File: src/rtl/atm_controller.sv
// atm_controller: ATM session sequencer with PIN retry limit, inactivity timeout and held balance.
module atm_controller #(
  parameter int PIN_W       = 14,
  parameter int AMT_W       = 32,
  parameter int MAX_TRIES   = 3,
  parameter int TIMEOUT_CYC = 1000
) (
  input  logic             clk,
  input  logic             rst_n,
  input  logic             card,
  input  logic             enter,
  input  logic [AMT_W-1:0] code,
  input  logic [PIN_W-1:0] exp_pin,
  input  logic [AMT_W-1:0] funds,
  output logic [3:0]       msg,
  output logic             cash_trap,
  output logic             eject_card,
  output logic             retain_card,
  output logic [AMT_W-1:0] balance,
  output logic [AMT_W-1:0] dispense_amt
);
  localparam int TW  = $clog2(TIMEOUT_CYC + 1);
  localparam int TRW = $clog2(MAX_TRIES + 1);
  typedef enum logic [3:0] {
    IDLE = 4'd0, PIN = 4'd1, BADPIN = 4'd2, MENU = 4'd3, AMOUNT = 4'd4,
    NOFUNDS = 4'd5, DISPENSE = 4'd6, EJECT = 4'd7, SHOWBAL = 4'd8, RETAIN = 4'd9
  } state_t;
  state_t state, nxt;
  logic [TW-1:0] timer;
  logic [TRW-1:0] tries;
  logic enter_q, ent, timed, gone, tout, pin_ok, last_try;
  assign ent      = enter & ~enter_q;
  assign timed    = state inside {PIN, MENU, AMOUNT, SHOWBAL};
  assign gone     = ~card && (state inside {PIN, BADPIN, MENU, AMOUNT, NOFUNDS, SHOWBAL});
  assign tout     = timed && timer == TW'(TIMEOUT_CYC - 1);
  assign pin_ok   = code[PIN_W-1:0] == exp_pin;
  assign last_try = tries + 1'b1 == TRW'(MAX_TRIES);
  // The state encoding is the display code, so the outputs are pure decodes of the state register.
  assign msg         = state;
  assign cash_trap   = state == DISPENSE;
  assign eject_card  = state == EJECT;
  assign retain_card = state == RETAIN;
  always_comb begin
    nxt = state;
    case (state)
      IDLE:     nxt = card ? PIN : IDLE;
      PIN:      nxt = !ent ? PIN : pin_ok ? MENU : last_try ? RETAIN : BADPIN;
      BADPIN:   nxt = PIN;
      MENU:     nxt = !ent ? MENU : code == AMT_W'(1) ? AMOUNT : code == AMT_W'(2) ? SHOWBAL
                    : code == AMT_W'(3) ? EJECT : MENU;
      AMOUNT:   nxt = (!ent || code == '0) ? AMOUNT : code > balance ? NOFUNDS : DISPENSE;
      NOFUNDS:  nxt = MENU;
      DISPENSE: nxt = EJECT;
      SHOWBAL:  nxt = ent ? MENU : SHOWBAL;
      EJECT:    nxt = card ? EJECT : IDLE;
      RETAIN:   nxt = card ? RETAIN : IDLE;
      default:  nxt = IDLE;
    endcase
    if (gone) nxt = IDLE;
    else if (tout) nxt = EJECT;
  end
  always_ff @(posedge clk or negedge rst_n) begin
    if (!rst_n) begin
      state        <= IDLE;
      timer        <= '0;
      tries        <= '0;
      enter_q      <= 1'b0;
      balance      <= '0;
      dispense_amt <= '0;
    end else begin
      enter_q <= enter;
      state   <= nxt;
      timer   <= (ent || nxt != state || !timed) ? '0 : timer + 1'b1;
      if (state == IDLE && card) begin
        balance <= funds;
        tries   <= '0;
      end
      if (state == PIN && nxt inside {MENU, RETAIN, BADPIN})
        tries <= pin_ok ? '0 : tries + 1'b1;
      if (state == AMOUNT && nxt == DISPENSE) begin
        balance      <= balance - code;
        dispense_amt <= code;
      end
    end
  end
endmodule
File: config.mk
export PLATFORM = sky130hd
export DESIGN_NAME = atm_controller
export DESIGN_NICKNAME = d
export VERILOG_FILES = /design/src/rtl/atm_controller.sv
export SDC_FILE = /design/constraint.sdc
export NUM_CORES = 1
export LEC_CHECK = 0
export ABC_AREA = 1
export CAP_MARGIN = 20
export CORE_ASPECT_RATIO = 2
export CORE_UTILIZATION = 54
export CTS_CLUSTER_DIAMETER = 40
export DETAILED_ROUTE_END_ITERATION = 10
export GPL_TIMING_DRIVEN = 0
export PLACE_DENSITY = 0.86
export SLEW_MARGIN = 20
export SYNTH_ARGS = -nofsm -noshare
export SYNTH_HDL_FRONTEND = slang
export SYNTH_SLANG_ARGS = --single-unit
export TNS_END_PERCENT = 30
File: constraint.sdc
create_clock -name clk -period 5.4 [get_ports clk]
set_clock_uncertainty 0.15 [all_clocks]
set_input_delay 1.08 -clock clk [delete_from_list [all_inputs] [get_ports clk]]
set_output_delay 1.08 -clock clk [all_outputs]
set_load 0.01 [all_outputs]
### Yosys cells after proc, flatten, opt, wreduce, memory -nomap -nowiden

Cells that the tools add are included.

| operators by class | value |
|---|---|
| muxes and demuxes | 22 |
| add/subtract/negate cells | 3 |
| reductions and logical operators | 17 |
| bitwise gates (word level) | 3 |
| order comparisons | 1 |
| eq/ne operators | 20 |

Operators with widths:

| cell | count |
|---|---|
| $eq 32x2->1 const B | 2 |
| $mux 32 | 2 |
| $mux 4 | 10 |
| $pmux 4 s10 | 1 |
| $eq 32x1->1 const B | 1 |
| $gt 32x32->1 | 1 |
| $logic_not 32->1 | 1 |
| $sub 32x32->32 | 1 |
| $eq 4x3->1 const B | 5 |
| $eq 4x2->1 const B | 4 |
| $eq 14x14->1 | 1 |
| $eq 4x4->1 const B | 3 |
| $add 10x1->10 const B | 1 |
| $eq 10x10->1 const B | 1 |
| $mux 10 | 1 |
| $mux 2 | 5 |
| $mux 3 | 2 |
| $reduce_bool 6->1 | 1 |
| $logic_and 1x1->1 | 5 |
| $eq 4x1->1 const B | 1 |
| $logic_not 4->1 | 1 |
| $ne 4x4->1 | 1 |
| $reduce_bool 2->1 | 2 |
| $reduce_bool 4->1 | 1 |
| 8 further kinds | 12 |

| word-level totals | value |
|---|---|
| logic and storage cells | 72 |
| input port bits | 82 |
| bits in registers | 81 |
| output and inout bits | 71 |

### Longest topological paths before layout

| logic depth | value |
|---|---|
| word-level depth | 12 |
| mapped depth | 20 |
| gate-level depth less buffers | 19 |

### Worst setup path after synthesis

OpenSTA, ideal clock, no wires.

| timing | value |
|---|---|
| path kind | in2reg |
| from | in code[0] |
| to | reg balance[13] |
| path slack | 2.082 ns |
| stages on the path | 18 |
| arrival time | 3.048 ns |
| library setup time | 0.120 ns |
| data required time | 5.130 ns |
| cell sequence | ha_1 fa_1 inv_1 nand3_1 nand2_1 nand2_1 nand2_1 nand2_1 nand2_2 nand2_1 nand3_2 nand3_2 nor2_2 nand4_2 buf_4 buf_2 nand3_1 nand2_1 |

| between the ends | value |
|---|---|
| word-level cells in the longest chain between the ends | 11 |
| elaborated cells between the ends (all ways) | 23 |

RTL lines:

| element | line | RTL |
|---|---|---|
| start, declared | 12 | `input logic [AMT_W-1:0] code,` |
| branches (longest 11 deep; another with $gt 32x32->1) | n/a |  |
| end signal, assigned | 75 | `balance <= funds;` |
| end signal, assigned | 81 | `balance <= balance - code;` |
| end, declared | 19 | `output logic [AMT_W-1:0] balance,` |

Several ways; the timed one is not identified.
A chain may end at the register's enable or synchronous reset.

### Worst setup path after layout

| timing | value |
|---|---|
| from | in code[0] |
| to | reg balance[6] |

The elaborated chain is that of the path after synthesis.

==> flow_summary.json <==
{
  "slew_viol_final": 0,
  "holdCritStartpoint": "timer[0]$_DFF_PN0_",
  "post_syn_instances": 954,
  "yosysUniqueCellTypes": 41,
  "dr_total_vias": 6756,
  "vias_per_cell": 5.34,
  "design.die.area_sq_um": 12100,
  "layout.nets": 1235,
  "critical_path.top_delay_family": "simple AND/OR/NAND/NOR gates",
  "timing.critical_path.arrival_ps": 4190,
  "grt-ovfl-total": 0,
  "wirelength_um": 19800,
  "crit_path_max_incr_delay_ps": 510,
  "grt_use_total_pct": 34.6,
  "fraction_of_final_layout_cells_sized_beyond_drive_strength_1_pct": 4.63,
  "timing.setup.critical_path_class": "in2reg",
  "ys_seq_area_share_pct": 32.2,
  "power.static_leakage_nw": 4.31,
  "numCtsBuffers": 9,
  "core_region_area_sq_um": 11400,
  "drc_errors": 0,
  "synth.cell_area_sq_um": 6290,
  "endpoint_of_the_worst_register_to_register_path": "balance[6]$_DFFE_PN0P_",
  "unrepaired_setup_endpoints_after_global_routing": "no",
  "detailedRoute.firstPassIterationCount": 5,
  "worstSetupEndpointType": "flip-flop",
  "antenna_left": 0,
  "cts_post_setup_buffers_inserted": 0,
  "drv_cap": 0,
  "final_min_period_over_clock_period_pct": 76.1,
  "setup-tns-final_ps": 0,
  "power.sequential.fraction_pct": 24.7,
  "most-common-layout-cells": "sky130_fd_sc_hd__nand2_1, sky130_fd_sc_hd__clkdlybuf4s50_1, sky130_fd_sc_hd__inv_1",
  "port_buffers": 152,
  "synth_warnings": 0,
  "regToRegSetupSlack_ps": 2190,
  "netSwitchingPower_mw": 1.60,
  "cts_tree": "built",
  "top_level_ports": 153,
  "critical_path_depth": 18,
  "ys_ff_latch": 81,
  "syn2layout_area_growth_pct": 32.3,
  "grt_max_degree": 44,
  "antenna_found_initial": 0,
  "clock_tree.root_cell": "sky130_fd_sc_hd__clkbuf_16",
  "drt_first_iter_violations": 333,
  "largest_voltage_drop_on_the_vdd_net_v": 0.000264,
  "timing.max_slew.rel_slack_pct": 53.5,
  "reg2reg_from": "balance[0]$_DFFE_PN0P_",
  "final_common_cell": "sky130_fd_sc_hd__nand2_1",
  "mappedNetlistNets": 1071,
  "cts.sink_count": 81,
  "path_cells": "clkdlybuf4s50_1, ha_1, fa_1, inv_1, nand3_1, nand2_1, nand2_1, nand2_1, nand2_1, nand2_2, nand2_1, nand3_2, nand3_2, nor2_2, nand4_2, clkbuf_1, o21ai_0, nand2_1",
  "antenna_cells_inserted": 0,
  "htree_num_levels": 3,
  "clock_power_share_pct": 18.6,
  "clock.fmax_mhz": 243,
  "p_per_area_nw_per_um2": 426,
  "critPathMostFrequentCell": "sky130_fd_sc_hd__nand2_1",
  "cts_hold_buf": 0,
  "gpl.final_weighted_congestion": 0.928,
  "cts_buffer_depth": 2,
  "run_status": "completed",
  "cp_slowest_cell": "sky130_fd_sc_hd__clkdlybuf4s50_1",
  "r2r_cells": 18,
  "cts_resized": 0,
  "number_of_global_route_vias_before_repair": 7059,
  "share_comb_of_total_power_pct": 56.7,
  "grt_first_pass_wirelength_um": 32300,
  "chipHeight_um": 155,
  "switching_share_pct": 45.1,
  "row_count": 55,
  "timing.final.hold_violations": 0,
  "worst-slew-pin-transition_ps": 691,
  "finalWorstPathRequiredPeriod_ps": 4110,
  "nature_of_the_critical_path_startpoint": "input port",
  "timing.final.setup_violations": 0,
  "power_mw": 3.55,
  "path_buf_inv": 3,
  "critical_path_required_ps": 5480,
  "die_w_um": 78.3,
  "initial_util_pct": 55.4,
  "final_core_utilization_pct": 73.4,
  "wl_per_cell_um": 15.7,
  "cell_internal_power_dissipation_mw": 1.95,
  "critPathLaunch": "code[0]",
  "later_pin_clock_latency_in_the_skew_report_ps": 350,
  "cp_max_fo": 10,
  "hold_class": "reg2reg",
  "place.detailed.hpwl_um": 16100,
  "worst_setup_path_endpoint": "balance[6]$_DFFE_PN0P_",
  "syn_avg_cell_area_sq_um": 6.60,
  "clk_pin_slew_ps": 70
}
-- state kept, by name (all words and copies together), names as in the netlist --
| name | cells |
|---|---|
| dispense_amt | 32 |
| enter_q | 1 |
| msg | 4 |
| tries | 2 |
| balance | 32 |
| timer | 10 |
-- worst min path at each step --
stage	end	depth (start not counted)
CTS	timer[0]$_DFF_PN0_	1
detailed placement	timer[0]$_DFF_PN0_	1
finish	timer[0]$_DFF_PN0_	1
floorplan	timer[0]$_DFF_PN0_	1
global placement	timer[0]$_DFF_PN0_	1
global route	timer[0]$_DFF_PN0_	1
-- kinds of logic after synthesis --
| logic type | synth area share (%) |
|---|---|
| xor gates and xnor gates | 4.31 |
| AOI/OAI and AO/OA | 11.8 |
| DFF | 32.2 |
| adders and majority gates | 7.08 |
| and+or+nand+nor | 34.9 |
| buffers and inverters | 9.76 |
-- metrics by stage --
stage | hold WS, ps | std cells | worst slack [ps] | area, sq um
CTS | 335 | 1265 | 1320 | 8330
global placement | 301 | 1248 | 114 | 7990
floorplan | 283 | 954 | 2080 | 6290
global route | 345 | 1265 | 1080 | 8330
finish | 334 | 1265 | 1290 | 8330
detailed placement | 325 | 1249 | 1010 | 8020
-- synth_stat cells --
master | n | area share, %
sky130_fd_sc_hd__o21ai_1 | 49 | 3.9
sky130_fd_sc_hd__a21boi_0 | 2 | 0.24
sky130_fd_sc_hd__xor2_1 | 21 | 2.9
sky130_fd_sc_hd__nor3b_1 | 1 | 0.12
sky130_fd_sc_hd__buf_2 | 8 | 0.64
sky130_fd_sc_hd__nand3b_1 | 7 | 0.83
sky130_fd_sc_hd__nor4_1 | 2 | 0.20
sky130_fd_sc_hd__clkbuf_1 | 5 | 0.30
sky130_fd_sc_hd__nand2_2 | 1 | 0.099
sky130_fd_sc_hd__inv_1 | 117 | 7.0
sky130_fd_sc_hd__o221ai_1 | 1 | 0.14
sky130_fd_sc_hd__nor2_1 | 92 | 5.5
sky130_fd_sc_hd__inv_2 | 6 | 0.36
sky130_fd_sc_hd__nand2_1 | 318 | 19
sky130_fd_sc_hd__and3_1 | 1 | 0.099
sky130_fd_sc_hd__nor3_1 | 8 | 0.64
sky130_fd_sc_hd__nor2_2 | 2 | 0.20
sky130_fd_sc_hd__a21o_1 | 5 | 0.60
sky130_fd_sc_hd__fa_1 | 1 | 0.32
sky130_fd_sc_hd__o21ai_4 | 1 | 0.26
sky130_fd_sc_hd__nand4_1 | 13 | 1.3
sky130_fd_sc_hd__nand3_2 | 3 | 0.48
sky130_fd_sc_hd__nand4_2 | 2 | 0.40
sky130_fd_sc_hd__o21ai_0 | 23 | 1.8
sky130_fd_sc_hd__o21a_1 | 1 | 0.12
sky130_fd_sc_hd__a21oi_2 | 2 | 0.28
sky130_fd_sc_hd__ha_1 | 34 | 6.8
sky130_fd_sc_hd__xnor2_1 | 10 | 1.4
sky130_fd_sc_hd__a21oi_1 | 38 | 3.0
sky130_fd_sc_hd__dfrtp_1 | 81 | 32
sky130_fd_sc_hd__and2_1 | 1 | 0.099
sky130_fd_sc_hd__o21bai_1 | 6 | 0.72
sky130_fd_sc_hd__buf_6 | 6 | 1.1
sky130_fd_sc_hd__buf_1 | 3 | 0.18
sky130_fd_sc_hd__o2111ai_1 | 1 | 0.14
sky130_fd_sc_hd__or2_2 | 1 | 0.099
sky130_fd_sc_hd__a31oi_1 | 2 | 0.20
sky130_fd_sc_hd__nand3_1 | 74 | 5.9
sky130_fd_sc_hd__o211ai_1 | 2 | 0.24
sky130_fd_sc_hd__o22ai_1 | 1 | 0.099
sky130_fd_sc_hd__buf_4 | 2 | 0.24
-- worst register-to-register path, stage by stage, from the launching register on --
cell	delay, ps
sky130_fd_sc_hd__dfrtp_1	370
sky130_fd_sc_hd__inv_1	50
sky130_fd_sc_hd__ha_1	190
sky130_fd_sc_hd__fa_1	400
sky130_fd_sc_hd__inv_1	70
sky130_fd_sc_hd__nand3_1	60
sky130_fd_sc_hd__nand2_1	130
sky130_fd_sc_hd__nand2_1	70
sky130_fd_sc_hd__nand2_1	140
sky130_fd_sc_hd__nand2_1	80
sky130_fd_sc_hd__nand2_2	140
sky130_fd_sc_hd__nand2_1	150
sky130_fd_sc_hd__nand3_2	120
sky130_fd_sc_hd__nand3_2	90
sky130_fd_sc_hd__nor2_2	110
sky130_fd_sc_hd__nand4_2	110
sky130_fd_sc_hd__clkbuf_1	310
sky130_fd_sc_hd__o21ai_0	280
sky130_fd_sc_hd__nand2_1	80
-- metal layers --
layer	up-vias	track usage (%)	share of wire, %
met2	214	65.0	55
met3	80	4.48	3.6
met1	3074	33.1	34
met5	-	0	0
met4	0	25.9	7.2
li1	3388	-	-
-- power groups by stage --
| stage | Combinational (mW) | Sequential (mW) | Clock, mW |
|---|---|---|---|
| 6_report | 2.01 | 0.875 | 0.659 |
| 5_1_grt | 2.24 | 0.894 | 0.677 |
| 4_1_cts | 2.01 | 0.873 | 0.656 |
| 3_5_place_dp | 1.98 | 0.883 | 0 |
| 3_3_place_gp | 1.95 | 0.882 | 0 |
| 2_1_floorplan | 1.23 | 0.918 | 0 |
-- final cells by class --
class	instances	area (sq um)
plain buffers	24	153
clock buffers	9	225
clock inverters	7	86.3
fillers	960	3020
inverters	123	462
multi-input cells	726	3650
flip-flops and latches	81	2030
well taps	142	178
repair buffers	153	1550
Power figures use the tool's default switching activity.
